## config.mk

```make
export PLATFORM = sky130hd
export DESIGN_NAME = rom_dl_sequencer
export DESIGN_NICKNAME = d
export VERILOG_FILES = /design/src/rtl/rom_dl_sequencer.sv
export SDC_FILE = /design/constraint.sdc
export NUM_CORES = 1
export LEC_CHECK = 0
export ABC_CLOCK_PERIOD_IN_PS = 2810
export CAP_MARGIN = 40
export CORE_UTILIZATION = 35
export DETAILED_ROUTE_END_ITERATION = 10
export HOLD_SLACK_MARGIN = 0.03
export PLACE_DENSITY = 0.69
export RECOVER_POWER = 50
export SLEW_MARGIN = 10
export SYNTH_ARGS = -nofsm -noshare
export SYNTH_HDL_FRONTEND = slang
export SYNTH_SLANG_ARGS = --single-unit
```

## constraint.sdc

```tcl
create_clock -name clk_sys -period 2.81 [get_ports clk_sys]
set_clock_uncertainty 0.05 [all_clocks]
set_input_delay 0.4215 -clock clk_sys [delete_from_list [all_inputs] [get_ports clk_sys]]
set_output_delay 0.4215 -clock clk_sys [all_outputs]
set_load 0.1 [all_outputs]
```

## src/rtl/rom_dl_sequencer.sv

```systemverilog
// rtl/rom_dl_sequencer.sv - ROM download sequencer: forwards HPS bytes to the core and gates core reset
//
// Purpose:
//   Watches the HPS download window, forwards in-range bytes as ROM writes,
//   counts and checksums them, and decides at the end of the window whether
//   the image is valid. A valid image releases the core after a hold period.
//   An invalid image keeps the core in reset until the next download.
//
// Ports:
//   clk_sys        - single clock, rising edge
//   reset_n        - synchronous active-low reset
//   ioctl_download - HPS download window active
//   ioctl_wr       - single-cycle byte write strobe
//   ioctl_addr     - byte address of the write (25 bits)
//   ioctl_dout     - write data byte
//   user_reset     - menu/button reset request (level)
//   dn_addr        - ROM write address to the core
//   dn_data        - ROM write data
//   dn_wr          - ROM write strobe, one cycle after the accepted ioctl_wr
//   core_reset     - active-high core reset, low only while running
//   dl_done        - last load valid
//   dl_err         - last load invalid
//   checksum       - mod-2^16 sum of bytes accepted in the last load

module rom_dl_sequencer #(
  parameter int EXPECTED_LEN = 20512,
  parameter int HOLD_CYCLES  = 256
) (
  input  logic        clk_sys,
  input  logic        reset_n,
  input  logic        ioctl_download,
  input  logic        ioctl_wr,
  input  logic [24:0] ioctl_addr,
  input  logic [7:0]  ioctl_dout,
  input  logic        user_reset,
  output logic [15:0] dn_addr,
  output logic [7:0]  dn_data,
  output logic        dn_wr,
  output logic        core_reset,
  output logic        dl_done,
  output logic        dl_err,
  output logic [15:0] checksum
);

  localparam logic [24:0] ADDR_LIMIT = 25'(EXPECTED_LEN);
  localparam logic [16:0] CNT_LIMIT  = 17'(EXPECTED_LEN);
  localparam logic [15:0] HOLD_INIT  = 16'(HOLD_CYCLES - 1);

  typedef enum logic [2:0] {
    IDLE = 3'd0,
    LOAD = 3'd1,
    HOLD = 3'd2,
    RUN  = 3'd3,
    ERR  = 3'd4
  } state_e;

  state_e      state_q, state_d;
  logic        dl_prev_q, dl_prev_d;
  logic [16:0] byte_cnt_q, byte_cnt_d;
  logic        ovf_q, ovf_d;
  logic [15:0] hold_cnt_q, hold_cnt_d;
  logic        dn_wr_q, dn_wr_d;
  logic [15:0] dn_addr_q, dn_addr_d;
  logic [7:0]  dn_data_q, dn_data_d;
  logic        core_reset_q, core_reset_d;
  logic        dl_done_q, dl_done_d;
  logic        dl_err_q, dl_err_d;
  logic [15:0] checksum_q, checksum_d;

  logic dl_rise, dl_fall, in_range, accept, drop;

  always_comb begin
    state_d    = state_q;
    dl_prev_d  = ioctl_download;
    byte_cnt_d = byte_cnt_q;
    ovf_d      = ovf_q;
    hold_cnt_d = hold_cnt_q;
    dn_wr_d    = 1'b0;
    dn_addr_d  = dn_addr_q;
    dn_data_d  = dn_data_q;
    dl_done_d  = dl_done_q;
    dl_err_d   = dl_err_q;
    checksum_d = checksum_q;

    dl_rise  = ioctl_download & ~dl_prev_q;
    dl_fall  = ~ioctl_download & dl_prev_q;
    in_range = (ioctl_addr < ADDR_LIMIT);
    accept   = (state_q == LOAD) & ioctl_wr & in_range;
    drop     = (state_q == LOAD) & ioctl_wr & ~in_range;

    if (dl_rise) begin
      // A new window wins over everything, including a running core.
      state_d    = LOAD;
      byte_cnt_d = '0;
      checksum_d = '0;
      ovf_d      = 1'b0;
      dl_done_d  = 1'b0;
      dl_err_d   = 1'b0;
    end else begin
      case (state_q)
        LOAD: begin
          if (accept) begin
            dn_wr_d    = 1'b1;
            dn_addr_d  = ioctl_addr[15:0];
            dn_data_d  = ioctl_dout;
            checksum_d = checksum_q + {8'h00, ioctl_dout};
            // Saturate so repeated writes can never wrap back onto a valid count.
            if (byte_cnt_q != '1) begin
              byte_cnt_d = byte_cnt_q + 17'd1;
            end
          end
          if (drop) begin
            ovf_d = 1'b1;
          end
          // Judge with the _d values so a write landing on the falling edge counts.
          if (dl_fall) begin
            if (byte_cnt_d == CNT_LIMIT && !ovf_d) begin
              state_d    = HOLD;
              hold_cnt_d = HOLD_INIT;
              dl_done_d  = 1'b1;
            end else begin
              state_d  = ERR;
              dl_err_d = 1'b1;
            end
          end
        end
        HOLD: begin
          if (user_reset) begin
            hold_cnt_d = HOLD_INIT;
          end else if (hold_cnt_q == 16'd0) begin
            state_d = RUN;
          end else begin
            hold_cnt_d = hold_cnt_q - 16'd1;
          end
        end
        RUN: begin
          if (user_reset) begin
            state_d    = HOLD;
            hold_cnt_d = HOLD_INIT;
          end
        end
        default: begin
          state_d = state_q;
        end
      endcase
    end

    core_reset_d = (state_d != RUN);
  end

  always_ff @(posedge clk_sys) begin
    if (!reset_n) begin
      state_q      <= IDLE;
      dl_prev_q    <= 1'b0;
      byte_cnt_q   <= '0;
      ovf_q        <= 1'b0;
      hold_cnt_q   <= '0;
      dn_wr_q      <= 1'b0;
      dn_addr_q    <= '0;
      dn_data_q    <= '0;
      core_reset_q <= 1'b1;
      dl_done_q    <= 1'b0;
      dl_err_q     <= 1'b0;
      checksum_q   <= '0;
    end else begin
      state_q      <= state_d;
      dl_prev_q    <= dl_prev_d;
      byte_cnt_q   <= byte_cnt_d;
      ovf_q        <= ovf_d;
      hold_cnt_q   <= hold_cnt_d;
      dn_wr_q      <= dn_wr_d;
      dn_addr_q    <= dn_addr_d;
      dn_data_q    <= dn_data_d;
      core_reset_q <= core_reset_d;
      dl_done_q    <= dl_done_d;
      dl_err_q     <= dl_err_d;
      checksum_q   <= checksum_d;
    end
  end

  assign dn_addr    = dn_addr_q;
  assign dn_data    = dn_data_q;
  assign dn_wr      = dn_wr_q;
  assign core_reset = core_reset_q;
  assign dl_done    = dl_done_q;
  assign dl_err     = dl_err_q;
  assign checksum   = checksum_q;

endmodule

```

==> impl_results.md <==
- Beginning of the critical path: ioctl_addr[13]
- Starting Density: 36.7%
- Syn Area/Cell: 8.08 um2
- Max-Cap Viols: 0
- Filler cell count: 1045
- Avg WL per Cell: 14.3 um
- Busiest grt layer: met2
- CTS Buffer Depth: 2
- Syn Nets: 550
- Failing checks: negative setup slack
- Non-Filler Instances: 808
- Critical Path Sink: hold_cnt_q[12]
- Crit-path max cell delay: 530 ps
- Crit Path Class: input port to register
- Final setup vio count: 20
- Nets: 712
- Via density: 5.14
- Global route overflow: 0
- CTS root buf: clkbuf_16
- Final Hold Viols: 0
- Vias: 4157
- H-tree levels: 3
- Port Buffers: 81
- Synth Warn #: 0
- Worst hold path cell count: 3
- Multi-input gate area: 2410 um2
- GPL Wtd Cong: 0.812
- Fmax: 0.335 GHz
- VDD IR max: 0.285 mV
- Share of post-route cells with drive strength above 1: 23.2%
- GR met3 Demand/Resource: 4.27%
- Critical path peak fanout: 7
- Final HPWL DP: 7980 um
- Io pins: 82
- Core Util, Final: 52.7%
- Post-synth EDFFs: 0
- Pin count of the biggest net entering global routing: 35
- Hold Buf Count CTS: 0
- GRT Util Overall: 20.1%
- Synth Register Bits: 82
- Setup ws final: -172 ps
- Met1 Use GR: 23.7%
- Placed Instances: 768
- DRC viols: 0
- Crit. End Element: register
- Chip Height: 110 um
- Horiz. Die Dim: 110 um
- Area grow syn2layout: 43.6%
- FF-to-FF End: hold_cnt_q[12]
- Critical path cell sequence: clkdlybuf4s15_2 > a211oi_4 > and4_4 > and2_4 > nand4_1 > mux2i_1 > or4_4 > or3b_4 > o21ai_4 > buf_12 > o221ai_2
- RSZ-0062 raised after global routing: yes
- Pre-CTS setup slack: -763 ps
- Area after DPL: 5390 um2
- Die footprint: 12000 um2
- Slew @ Worst Pin: 1210 ps
- Final min period: 2980 ps
- First-pass iteration count of the detailed router: 4
- PwrDens: 423 nW/um2
- First-pass GRT wire length: 18600 um
- Status: complete, but fails checks
- Worst path required time: 2990 ps
- Area of the mapped netlist: 4050 um2
- Vias in the first global route: 4036
- Initial antenna violation count: 0
- Reg2reg start: state_q[2]
- Final ANT Viol Nets: 0
- Critical Path Start Type: input port
- Synth async-reset ratio: 0%
- Worst reg2reg path depth: 10
- Worst min path class: input port to register
- Setup slack, reg-to-reg: -170 ps
- Site row count: 38
- Slew headroom: 20.0%
- CP max stage cell: or4_4
- Core area: 11000 um2
- Worst Path Arrival: 3160 ps
- CTS Buf Count: 9
- Met2 Use GR: 34.9%
- Final period util: 106%
- Antenna fix cells: 0
- Post-synthesis sequential area ratio: 40.6%
- WL final: 11600 um
- Design area: 5810 um2
- Top FF cell, synth: dfxtp_1
- CTS Sinks: 82
- Post-synthesis instance total: 501
- Max Slew Vio Count: 0
- Reg clk slew, reported paths: 60 ps
- Sequential Area: 1650 um2
- Drt initial violations: 250
- CTS tree: yes
- Synth unique cells: 61
- Worst skew pair latency: 340 ps
- Tot Pwr: 2.46 mW
- Static Leak: 2.18 nW
logic make-up after synthesis:
| logic type | share of synthesized area, % |
|---|---|
| AO/OA/AOI/OAI | 16.5 |
| XOR/XNOR | 6.71 |
| AND/OR/NAND/NOR | 28.2 |
| flip-flops | 40.6 |
| adder cells (fa/ha/maj) | 3.59 |
| buffers and inverters | 4.20 |
| multiplexers | 0.247 |
flip-flops by register name (all words and copies together), names as in the netlist:
register,count
dl_err,1
byte_cnt_q,17
dn_wr,1
ovf_q,1
state_q,3
checksum,16
dn_addr,16
dn_data,8
dl_done,1
core_reset,1
dl_prev_q,1
hold_cnt_q,16
power breakdown:
group          switching (mW)  internal (mW)  total [mW]
registers             0.00151           1.17        1.17
clock network           0.478          0.668        1.15
logic                  0.0709         0.0722       0.143
total                   0.551           1.91        2.46
cells in the mapped netlist, drive strengths merged, types with 3 or more instances:
master,count,area share (%)
a211oi,6,1.1
a21boi,3,0.56
a21oi,48,5.9
a311oi,6,1.5
a31oi,4,0.62
a41oi,3,0.65
and2,5,0.83
and3,8,1.2
and4,4,0.93
buf,4,0.87
clkbuf,20,1.9
dfxtp,82,41
ha,10,3.1
inv,15,1.4
nand2,86,8.0
nand2b,3,0.46
nand3,13,1.6
nand4,11,1.7
nor2,46,4.3
nor2b,5,0.77
nor3,21,2.6
nor4,8,1.4
o21a,7,1.3
o21ai,15,2.1
or3,6,0.93
or3b,3,0.71
xnor2,19,4.1
xor2,12,2.6
critical path, delay by kind of cell:
family                 cells  cell delay [ps]
AO/OA/AOI/OAI              3              620
buffers and inverters      2              380
multiplexers               1              190
AND/OR/NAND/NOR            5             1520
metrics by stage:
step,hold slack (ps),setup TNS [ps]
6_report,313,-2480
3_5_place_dp,400,-16110
3_3_place_gp,393,-14330
5_1_grt,334,-4330
4_1_cts,408,-2460
2_1_floorplan,388,-32.2
placed cells by master, fill, tap and decap left out, types with 4 or more instances in the layout:
cell / instances
nor4_1: 4
dlygate4sd2_1: 12
nor3_1: 18
or3_1: 6
a21oi_1: 45
o21a_1: 7
a311oi_1: 4
nand3_1: 13
nor2_1: 43
a211oi_1: 4
clkbuf_2: 4
nand4_1: 11
and3_1: 8
clkdlybuf4s50_1: 16
xor2_1: 12
dfxtp_2: 5
dfxtp_1: 77
xnor2_1: 19
inv_1: 15
ha_1: 10
nor2b_1: 4
clkbuf_1: 46
and2_1: 4
buf_4: 90
a31oi_1: 4
nand2_1: 84
o21ai_0: 10
clkbuf_16: 9
worst min-delay path by stage:
stage,start,to,slack (ps)
3_5_place_dp,dn_addr[6],dn_addr[6],400
5_1_grt,ioctl_addr[14],dn_addr[14],330
3_3_place_gp,dn_addr[0],dn_addr[0],390
6_report,ioctl_addr[14],dn_addr[14],310
4_1_cts,dn_addr[6],dn_addr[6],410
2_1_floorplan,ovf_q,ovf_q,390
per-layer routing:
layer / wire length (um) / share of wire [%]
met5: 0 / 0
met4: 260 / 2.2
met3: 622 / 5.4
met2: 5780 / 50
met1: 4910 / 42
area by class of cell:
cell class                      instances  area share (%)
Inverter                               16            1.03
Clock buffer                           12            4.59
Sequential cell                        82            28.4
Clock inverter                          4           0.431
Tap cell                              140            3.02
Timing Repair Buffer                  175            21.2
Multi-Input combinational cell        379            41.4
repair_timing:
| item | 4_1_cts | 5_1_grt |
|---|---|---|
| resized for setup | 53 | 20 |
| setup endpoints to repair | 25 | 28 |
| setup buffers | 20 | 8 |
| pin swaps | 19 | 19 |
| endpoints found under the hold margin | 0 | 0 |
| gates cloned | 1 | 0 |
Power figures use the tool's default switching activity.
